[src/rtl/nibble_serial_adder_pkg.sv]
`default_nettype none
// ============================================================================
// Module      : nibble_serial_adder_pkg
// Description : Shared types and constants for the nibble-serial adder
//               sequencer (FSM state encoding, slice width).
// Revision    : 1.0 - initial release
// ============================================================================
package nibble_serial_adder_pkg;

  // Width of the shared adder slice; the operands are walked in steps of this.
  localparam int NIBBLE_W = 4;

  // Sequencer states.
  typedef enum logic [1:0] {
    IDLE = 2'd0,
    RUN  = 2'd1,
    DONE = 2'd2
  } state_t;

endpackage : nibble_serial_adder_pkg
`default_nettype wire

[src/rtl/four_bit_adder_verilog.sv]
`default_nettype none
// ============================================================================
// Module      : four_bit_adder_verilog
// Description : Purely combinational 4-bit ripple-carry adder slice.
// Revision    : 1.0 - initial release
// ============================================================================
module four_bit_adder_verilog (
  input  logic [3:0] i_a,
  input  logic [3:0] i_b,
  input  logic       i_cin,
  output logic [3:0] o_sum,
  output logic       o_cout
);

  // Carry chain: w_carry[k] is the carry into bit k.
  logic [4:0] w_carry;

  assign w_carry[0] = i_cin;

  // One full adder per bit, rippling the carry upward.
  for (genvar gi = 0; gi < 4; gi++) begin : g_bit
    assign o_sum[gi]       = i_a[gi] ^ i_b[gi] ^ w_carry[gi];
    assign w_carry[gi + 1] = (i_a[gi] & i_b[gi]) |
                             (i_a[gi] & w_carry[gi]) |
                             (i_b[gi] & w_carry[gi]);
  end

  assign o_cout = w_carry[4];

endmodule : four_bit_adder_verilog
`default_nettype wire

[src/rtl/nibble_serial_adder_ctrl.sv]
`default_nettype none
// ============================================================================
// Module      : nibble_serial_adder_ctrl
// Description : Adds two WIDTH-bit operands by reusing one 4-bit ripple-carry
//               slice, one nibble per clock, least-significant nibble first.
//               Start/busy/done handshake; result and carry-out registered.
//               Optional macro NIBBLE_SERIAL_ADDER_SUB_EN adds i_Sub
//               (subtract A-B) and o_Ovf (signed overflow).
// Revision    : 1.0 - initial release
// ============================================================================
module nibble_serial_adder_ctrl
  import nibble_serial_adder_pkg::*;
#(
  parameter int WIDTH = 16
) (
  input  logic             i_Clk,
  input  logic             i_Rst_n,
  input  logic             i_Start,
  input  logic [WIDTH-1:0] i_A,
  input  logic [WIDTH-1:0] i_B,
  input  logic             i_Cin,
  output logic             o_Busy,
  output logic             o_Done,
  output logic [WIDTH-1:0] o_Sum,
  output logic             o_Cout
`ifdef NIBBLE_SERIAL_ADDER_SUB_EN
  ,
  input  logic             i_Sub,
  output logic             o_Ovf
`endif
);

  localparam int NIBBLES = WIDTH / NIBBLE_W;
  localparam int CNT_W   = $clog2(NIBBLES);
  localparam logic [CNT_W-1:0] C_LAST_NIB = CNT_W'(NIBBLES - 1);

  state_t              r_state;
  logic [WIDTH-1:0]    r_a;
  logic [WIDTH-1:0]    r_b;
  logic [WIDTH-1:0]    r_sum;
  logic                r_carry;
  logic [CNT_W-1:0]    r_cnt;

  logic [NIBBLE_W-1:0] w_a_nib;
  logic [NIBBLE_W-1:0] w_b_nib;
  logic [NIBBLE_W-1:0] w_sum_nib;
  logic                w_cout;
  logic [WIDTH-1:0]    w_sum_next;
  logic [WIDTH-1:0]    w_b_load;
  logic                w_c_load;

  // Operand conditioning at acceptance: subtraction is A + ~B + 1.
`ifdef NIBBLE_SERIAL_ADDER_SUB_EN
  logic w_c_msb;
  logic w_ovf;

  assign w_b_load = i_Sub ? ~i_B : i_B;
  assign w_c_load = i_Sub ? 1'b1 : i_Cin;
  // Carry into the top bit of the slice, recovered from its sum bit.
  assign w_c_msb  = w_sum_nib[NIBBLE_W-1] ^ w_a_nib[NIBBLE_W-1] ^ w_b_nib[NIBBLE_W-1];
  assign w_ovf    = w_c_msb ^ w_cout;
`else
  assign w_b_load = i_B;
  assign w_c_load = i_Cin;
`endif

  // Select the nibble currently being worked on.
  assign w_a_nib = r_a[NIBBLE_W*int'(r_cnt) +: NIBBLE_W];
  assign w_b_nib = r_b[NIBBLE_W*int'(r_cnt) +: NIBBLE_W];

  four_bit_adder_verilog u_slice (
    .i_a    (w_a_nib),
    .i_b    (w_b_nib),
    .i_cin  (r_carry),
    .o_sum  (w_sum_nib),
    .o_cout (w_cout)
  );

  // Working sum with the current nibble merged in.
  always_comb begin
    w_sum_next = r_sum;
    w_sum_next[NIBBLE_W*int'(r_cnt) +: NIBBLE_W] = w_sum_nib;
  end

  assign o_Busy = (r_state != IDLE);

  // Sequencer: accept operands, walk the nibbles, publish the result.
  // The result registers load on the edge that finishes the last nibble, so
  // they are already stable during the DONE cycle in which o_Done is high.
  always_ff @(posedge i_Clk or negedge i_Rst_n) begin
    if (!i_Rst_n) begin
      r_state <= IDLE;
      r_a     <= '0;
      r_b     <= '0;
      r_sum   <= '0;
      r_carry <= 1'b0;
      r_cnt   <= '0;
      o_Done  <= 1'b0;
      o_Sum   <= '0;
      o_Cout  <= 1'b0;
`ifdef NIBBLE_SERIAL_ADDER_SUB_EN
      o_Ovf   <= 1'b0;
`endif
    end else begin
      case (r_state)
        IDLE: begin
          o_Done <= 1'b0;
          if (i_Start) begin
            r_a     <= i_A;
            r_b     <= w_b_load;
            r_carry <= w_c_load;
            r_cnt   <= '0;
            r_state <= RUN;
          end
        end
        RUN: begin
          r_sum   <= w_sum_next;
          r_carry <= w_cout;
          if (r_cnt == C_LAST_NIB) begin
            o_Sum   <= w_sum_next;
            o_Cout  <= w_cout;
            o_Done  <= 1'b1;
`ifdef NIBBLE_SERIAL_ADDER_SUB_EN
            o_Ovf   <= w_ovf;
`endif
            r_state <= DONE;
          end else begin
            r_cnt <= r_cnt + 1'b1;
          end
        end
        DONE: begin
          o_Done  <= 1'b0;
          r_state <= IDLE;
        end
        default: begin
          o_Done  <= 1'b0;
          r_state <= IDLE;
        end
      endcase
    end
  end

endmodule : nibble_serial_adder_ctrl
`default_nettype wire
[config.mk]
export PLATFORM = sky130hd
export DESIGN_NAME = nibble_serial_adder_ctrl
export DESIGN_NICKNAME = d
export VERILOG_FILES = /design/src/rtl/nibble_serial_adder_pkg.sv /design/src/rtl/four_bit_adder_verilog.sv /design/src/rtl/nibble_serial_adder_ctrl.sv
export SDC_FILE = /design/constraint.sdc
export NUM_CORES = 1
export LEC_CHECK = 0
export CORE_UTILIZATION = 48
export CTS_CLUSTER_DIAMETER = 40
export DETAILED_ROUTE_END_ITERATION = 8
export GPL_ROUTABILITY_DRIVEN = 0
export GPL_TIMING_DRIVEN = 0
export HOLD_SLACK_MARGIN = 0.08
export PLACE_DENSITY = 0.85
export RECOVER_POWER = 25
export SETUP_SLACK_MARGIN = 0.3
export SYNTH_ARGS = -nofsm -noshare
export SYNTH_HDL_FRONTEND = slang
export SYNTH_SLANG_ARGS = --single-unit
[constraint.sdc]
create_clock -name i_Clk -period 3.2 [get_ports i_Clk]
set_input_delay 0.64 -clock i_Clk [delete_from_list [all_inputs] [get_ports i_Clk]]
set_output_delay 0.64 -clock i_Clk [all_outputs]
set_load 0.01 [all_outputs]
Yosys cells after proc, flatten, opt, wreduce, memory -nomap -nowiden
Index checks and enable logic that the tools add are counted.
{ "totals": {"wordCells": 67, "output_inout_bits": 19, "reg_bits": 71, "input_bits": 36} }
{ "op_classes": {"n_eq_ne": 5, "n_mux": 11, "addsub": 2, "bitwise_logic": 28, "n_shift": 4, "reduce_logical": 8} }
{ "ops": {"columns": ["cell", "count"], "rows": [
  ["negation 4 -> 33 bit", 1],
  ["variable shift 4 x 33 -> 16 bit, first input constant", 1],
  ["variable part select 4 x 33 -> 16 bit", 1],
  ["variable part select 16 x 5 -> 4 bit", 2],
  ["bitwise mux 16 bit", 1],
  ["AND 1 bit", 12],
  ["two-way mux 2 bit", 4],
  ["OR 1 bit", 8],
  ["one-hot mux 2 bit (2 select lines)", 2],
  ["AND reduction 2 bit", 4],
  ["XOR 1 bit", 8],
  ["!= test 2 bit, second input constant", 3],
  ["nonzero test 2 bit", 2],
  ["two-way mux 1 bit", 3],
  ["AND reduction 3 bit", 1],
  ["adder 2 x 1 -> 2 bit, second input constant", 1],
  ["== test 2 x 1 -> 1 bit, second input constant", 1],
  ["== test 2 bit, second input constant", 1],
  ["logical NOT 2 bit", 1],
  ["one-hot mux 1 bit (2 select lines)", 1]
]} }

Depth between registers and ports, before layout
Gate-level depths: netlist (run 1).
{ "depth": {"word_depth": 14, "depth_mapped": 11, "mapped_depth_nobuf": 9} }

By module
A second synthesis (run 1) with hierarchy kept.
{ "hier_totals": {"cells_unflattened": 270, "area_unflattened_um2": 3353.2} }
{ "by_module_without_submodules": {"columns": ["mod", "seq_area_each_um2", "area_per_inst_um2", "n_inst", "cells_each"], "rows": [
  ["nibble_serial_adder_ctrl", 1776.7, 3235.6, 1, 256],
  ["four_bit_adder_verilog", 0.0, 117.6, 1, 14]
]} }

Least setup slack after synthesis (run 1)
OpenSTA, ideal clock, no wires.
{ "synth_timing": {"path_kind": "register -> register", "startpoint": "reg r_cnt[0]", "endpoint": "reg o_Sum[11]", "slack_ps": 201, "setup_time_ps": 77, "n_path_buf": 2, "stages_incl_launch_ff": 12, "t_required_ps": 3123, "arrival_ps": 2922, "cell_sequence": "dfrtp_1 buf_4 mux4_2 fa_1 inv_1 fa_1 fa_1 inv_1 fa_1 clkbuf_1 a21oi_1 a21oi_1"} }
{ "synth_between": {"elab_chain_cells": 13, "word_cells_on_any_way": 31, "classes_between": "add/sub (1); eq/ne (1); shift (4); mux (1); bitwise (23); reduce/logical (1)"} }
{ "synth_rtl": {"columns": ["element", "line_no", "source"], "rows": [
  ["start: declaration", "nibble_serial_adder_ctrl.sv:42", "logic [CNT_W-1:0] r_cnt;"],
  ["start signal: assignment", "nibble_serial_adder_ctrl.sv:128", "r_cnt <= r_cnt + 1'b1;"],
  ["variable part select 16 x 5 -> 4 bit, on equally long branches", "nibble_serial_adder_ctrl.sv:68, nibble_serial_adder_ctrl.sv:69", null],
  ["AND 1 bit, on equally long branches", "four_bit_adder_verilog.sv:23, four_bit_adder_verilog.sv:24", null],
  ["OR 1 bit", "four_bit_adder_verilog.sv:23", "assign w_carry[gi + 1] = (i_a[gi] & i_b[gi]) |"],
  ["OR 1 bit", "four_bit_adder_verilog.sv:24", "(i_a[gi] & w_carry[gi]) |"],
  ["AND 1 bit", "four_bit_adder_verilog.sv:24", null],
  ["OR 1 bit", "four_bit_adder_verilog.sv:23", null],
  ["OR 1 bit", "four_bit_adder_verilog.sv:24", null],
  ["AND 1 bit", "four_bit_adder_verilog.sv:24", null],
  ["OR 1 bit", "four_bit_adder_verilog.sv:23", null],
  ["OR 1 bit", "four_bit_adder_verilog.sv:24", null],
  ["XOR 1 bit", "four_bit_adder_verilog.sv:22", "assign o_sum[gi] = i_a[gi] ^ i_b[gi] ^ w_carry[gi];"],
  ["variable part select 4 x 33 -> 16 bit", "nibble_serial_adder_ctrl.sv:82", "w_sum_next[NIBBLE_W*int'(r_cnt) +: NIBBLE_W] = w_sum_nib;"],
  ["bitwise mux 16 bit", "nibble_serial_adder_ctrl.sv:82", null],
  ["end signal: assignment", "nibble_serial_adder_ctrl.sv:120", "o_Sum <= w_sum_next;"],
  ["end: declaration", "nibble_serial_adder_ctrl.sv:24", "output logic [WIDTH-1:0] o_Sum,"]
]} }
Parallel ways exist; a longest one is shown, timed or not.
A chain may end at the register's enable or synchronous reset.

Final worst setup path (run 1)
{ "layout_timing": {"startpoint": "reg r_cnt[0]", "endpoint": "reg o_Sum[7]"} }
Same word-level chain as after synthesis.

==> run metrics, run 1 <==
run status=finished with violations; violations in the final reports=capacitance limit, slew limit; vias in the first global route=2299; row count=29; peak per-stage delay on the critical path=510 ps; WL per Instance=16.3 um; Fill cells=513; DRC=0; Post-Syn Area=0.00331 sq mm; via count=2217; synth cell count leaders=71 x dfrtp_1, 33 x mux2_2, 19 x nor2_1; area grow syn2layout=27.7%; Sw Pwr=0.00194 W; ANT nets after route=0; TritonCTS Buffers=9; Arrival @ worst endpoint=3080 ps; Main synth FF type=dfrtp_1; Inserted Diodes=0; Reg2Reg Depth=11; detailed-route wire length=6600 um; Area contributors post-synth=dfrtp_1 54%, mux2_2 11%, mux4_2 5.4%; Peak VDD IR=0.000702 V; Sw Share=38.2%; clk_skew=9.99 ps; unrepaired setup endpoints after global routing=true; DR top layer=met4; die area=0.00723 sq mm; die width=85.0 um; Metal-1 WL=2900 um; core area=0.00649 sq mm; Synth top area share=53.7%; Slew Limit Headroom=-13.8%; Slew @ Worst Pin=1710 ps; Yosys cell types=32; root buf cell=clkbuf_8; initial antenna violation count=0; stages on the worst setup path=11; crit path buf inv count=4; Hold Buf Count CTS=0; largest area contributor in the netlist=dfrtp_1; Post-Syn Area per Cell=13.0 sq um; post-DP HPWL=4730 um; H-tree lvl count=3; DRT Pass-1 Iters=4; Fmax=349 MHz; met3 wire len=284 um; Syn Inst Count=254; Hold Path Class=reg -> reg; final setup vio count=0; Worst setup SP type=register; Final Hold Vio Count=0; pwr/cell area=1200 mW/mm^2; GR Util All Layers=20.7%; RR Startpoint=r_cnt[0]$_DFFE_PN0P_; Ys Warns=0; clk sinks=71; metal2 WL=3340 um; Final min period=2860 ps; first-pass GRT wire length=11400 um; maximum root-to-sink buffer count=2; EDFF count, synth=0; Port Buffers=54; crit end category=register; combinational share of power=55.9%; most frequent cell after synthesis=dfrtp_1; Clock transition at path regs=70 ps; clk_lat worst skew=340 ps; share of layout cells above drive strength 1=26.1%; # nets final=370; slowest stage cell, crit path=mux4_2; crit path launch=r_cnt[0]$_DFFE_PN0P_; CP Class=reg -> reg; P_int=0.00314 W; Lkg Pwr=1.79 nW; final worst path period share=89.5%; Hold WS=489 ps; pin count of the biggest net entering global routing=72; cell mode on critical path=fa_2; grt ovf=0; Crit path max-delay family=adder cells; Post-Syn Nets=300; Reg power frac=30.5%; CTS tree=built; Reg2Reg Capture Point=o_Sum[7]$_DFFE_PN0P_; CP max FO=8; crit path cell chain=buf_12 -> mux4_2 -> fa_2 -> inv_2 -> fa_2 -> fa_2 -> inv_2 -> fa_1 -> buf_8 -> a21oi_2 -> a21oi_1; asr flop ratio synth=100%; Vias/cell=5.46; post-synthesis sequential area ratio=53.7%; CP required=3420 ps; MaxCap Viol Count=1; Final WS setup=335 ps; Initial Util=50.9%; clock power share=13.6%; Setup crit end=o_Sum[7]$_DFFE_PN0P_; pre-CTS WS=-93.4 ps; #FFs+latches synth=71; Pins Over Slew Limit=72; Die Ht=85.0 um; # IOs=55; Worst R2R Setup Slack=340 ps; number of DRC markers in iteration 0=154
-- per-layer routing --
metal / up-vias / track usage, %
met5: - / 0
met4: 0 / 6.16
met3: 9 / 5.64
met2: 64 / 34.5
met1: 1096 / 26.6
li1: 1048 / -
-- worst min path at each step --
stage | slack, ps | cells after the start | from | end
floorplan | 340 | 0 | i_Rst_n | o_Cout$_DFFE_PN0P_
global placement | 470 | 1 | r_sum[8]$_DFFE_PN0P_ | r_sum[8]$_DFFE_PN0P_
detailed placement | 470 | 1 | r_sum[8]$_DFFE_PN0P_ | r_sum[8]$_DFFE_PN0P_
CTS | 440 | 1 | i_Rst_n | o_Sum[13]$_DFFE_PN0P_
global route | 500 | 1 | r_sum[8]$_DFFE_PN0P_ | r_sum[8]$_DFFE_PN0P_
finish | 490 | 1 | r_sum[8]$_DFFE_PN0P_ | r_sum[8]$_DFFE_PN0P_
-- state kept, by name, summed over array words and instances, names as in the netlist --
register / count
r_sum: 16
o_Sum: 16
r_state: 2
o_Cout: 1
o_Done: 1
r_b: 16
r_a: 16
r_carry: 1
r_cnt: 2
-- cell type report --
cell class                 count  area [sq um]  share of cell area (%)
buffer                        17           139                    3.29
clock buffer                  10           128                    3.02
clock inverter                 6          61.3                    1.45
inverter                      12          45.0                    1.07
multi-input combinational    154          1410                    33.3
sequential                    71          1780                    42.1
tap                           77          96.3                    2.28
timing repair buffer          59           569                    13.5
-- what timing repair did --
item / 4_1_cts / 5_1_grt
resized for setup: 9 / 11
buffers inserted: 4 / 1
setup endpoints to repair: 18 / 13
pin swaps: 1 / 3
-- cell families (layout without fill, tap and decap cells) --
| group | count (synthesis) | in the layout | share of synthesized area [%] |
|---|---|---|---|
| DFF | 71 | 71 | 53.7 |
| and+or+nand+nor | 56 | 56 | 10.1 |
| AOI/OAI and AO/OA | 46 | 46 | 9.80 |
| muxes | 42 | 42 | 17.0 |
| buffers and inverters | 29 | 104 | 4.73 |
| adders and majority gates | 10 | 10 | 4.69 |
-- through the flow --
stage                     setup TNS, ps  total power, W  instances  utilization, %  area (sq um)
after floorplan                       0         0.00323        254               -          3310
after global placement           -54680         0.00400        385            60.8          3950
after detailed placement           -320         0.00410        385            60.8          3950
after CTS                             0         0.00496        405            64.6          4200
after global routing                  0         0.00544        406            65.1          4230
final                                 0         0.00507        406            65.1          4230
-- power by group through the flow --
stage / Combinational, W / Clock (W) / Sequential (W)
floorplan: 0.00166 / 0 / 0.00156
global placement: 0.00245 / 0 / 0.00155
detailed placement: 0.00252 / 0 / 0.00158
CTS: 0.00271 / 0.000704 / 0.00155
global route: 0.00310 / 0.000743 / 0.00159
finish: 0.00283 / 0.000691 / 0.00155
-- placed cells by master, fill, tap and decap left out, types with 3 or more instances in the layout --
master,n
fa_2,3
a31oi_1,7
mux4_2,8
clkbuf_1,7
nor2_1,19
ha_1,6
nand2_1,5
a32o_1,8
mux2_2,33
nand2b_1,13
inv_1,10
buf_6,4
a22o_1,8
a21oi_1,11
a21oi_2,4
clkdlybuf4s50_1,53
dfrtp_1,70
clkinv_2,3
and2b_1,5
nor2b_1,5
buf_4,8
clkbuf_8,9
No activity file was read; power rests on OpenSTA's default activity.
==> inputs of run 2 (changes only) <==
--- a/config.mk
+++ b/config.mk
@@ -5,6 +5,7 @@
 export SDC_FILE = /design/constraint.sdc
 export NUM_CORES = 1
 export LEC_CHECK = 0
+export ABC_AREA = 0
 export CORE_UTILIZATION = 48
 export CTS_CLUSTER_DIAMETER = 40
 export DETAILED_ROUTE_END_ITERATION = 8
==> results of run 2 <==
No change in the layout: final DEF, timing and power equal those of run 1.
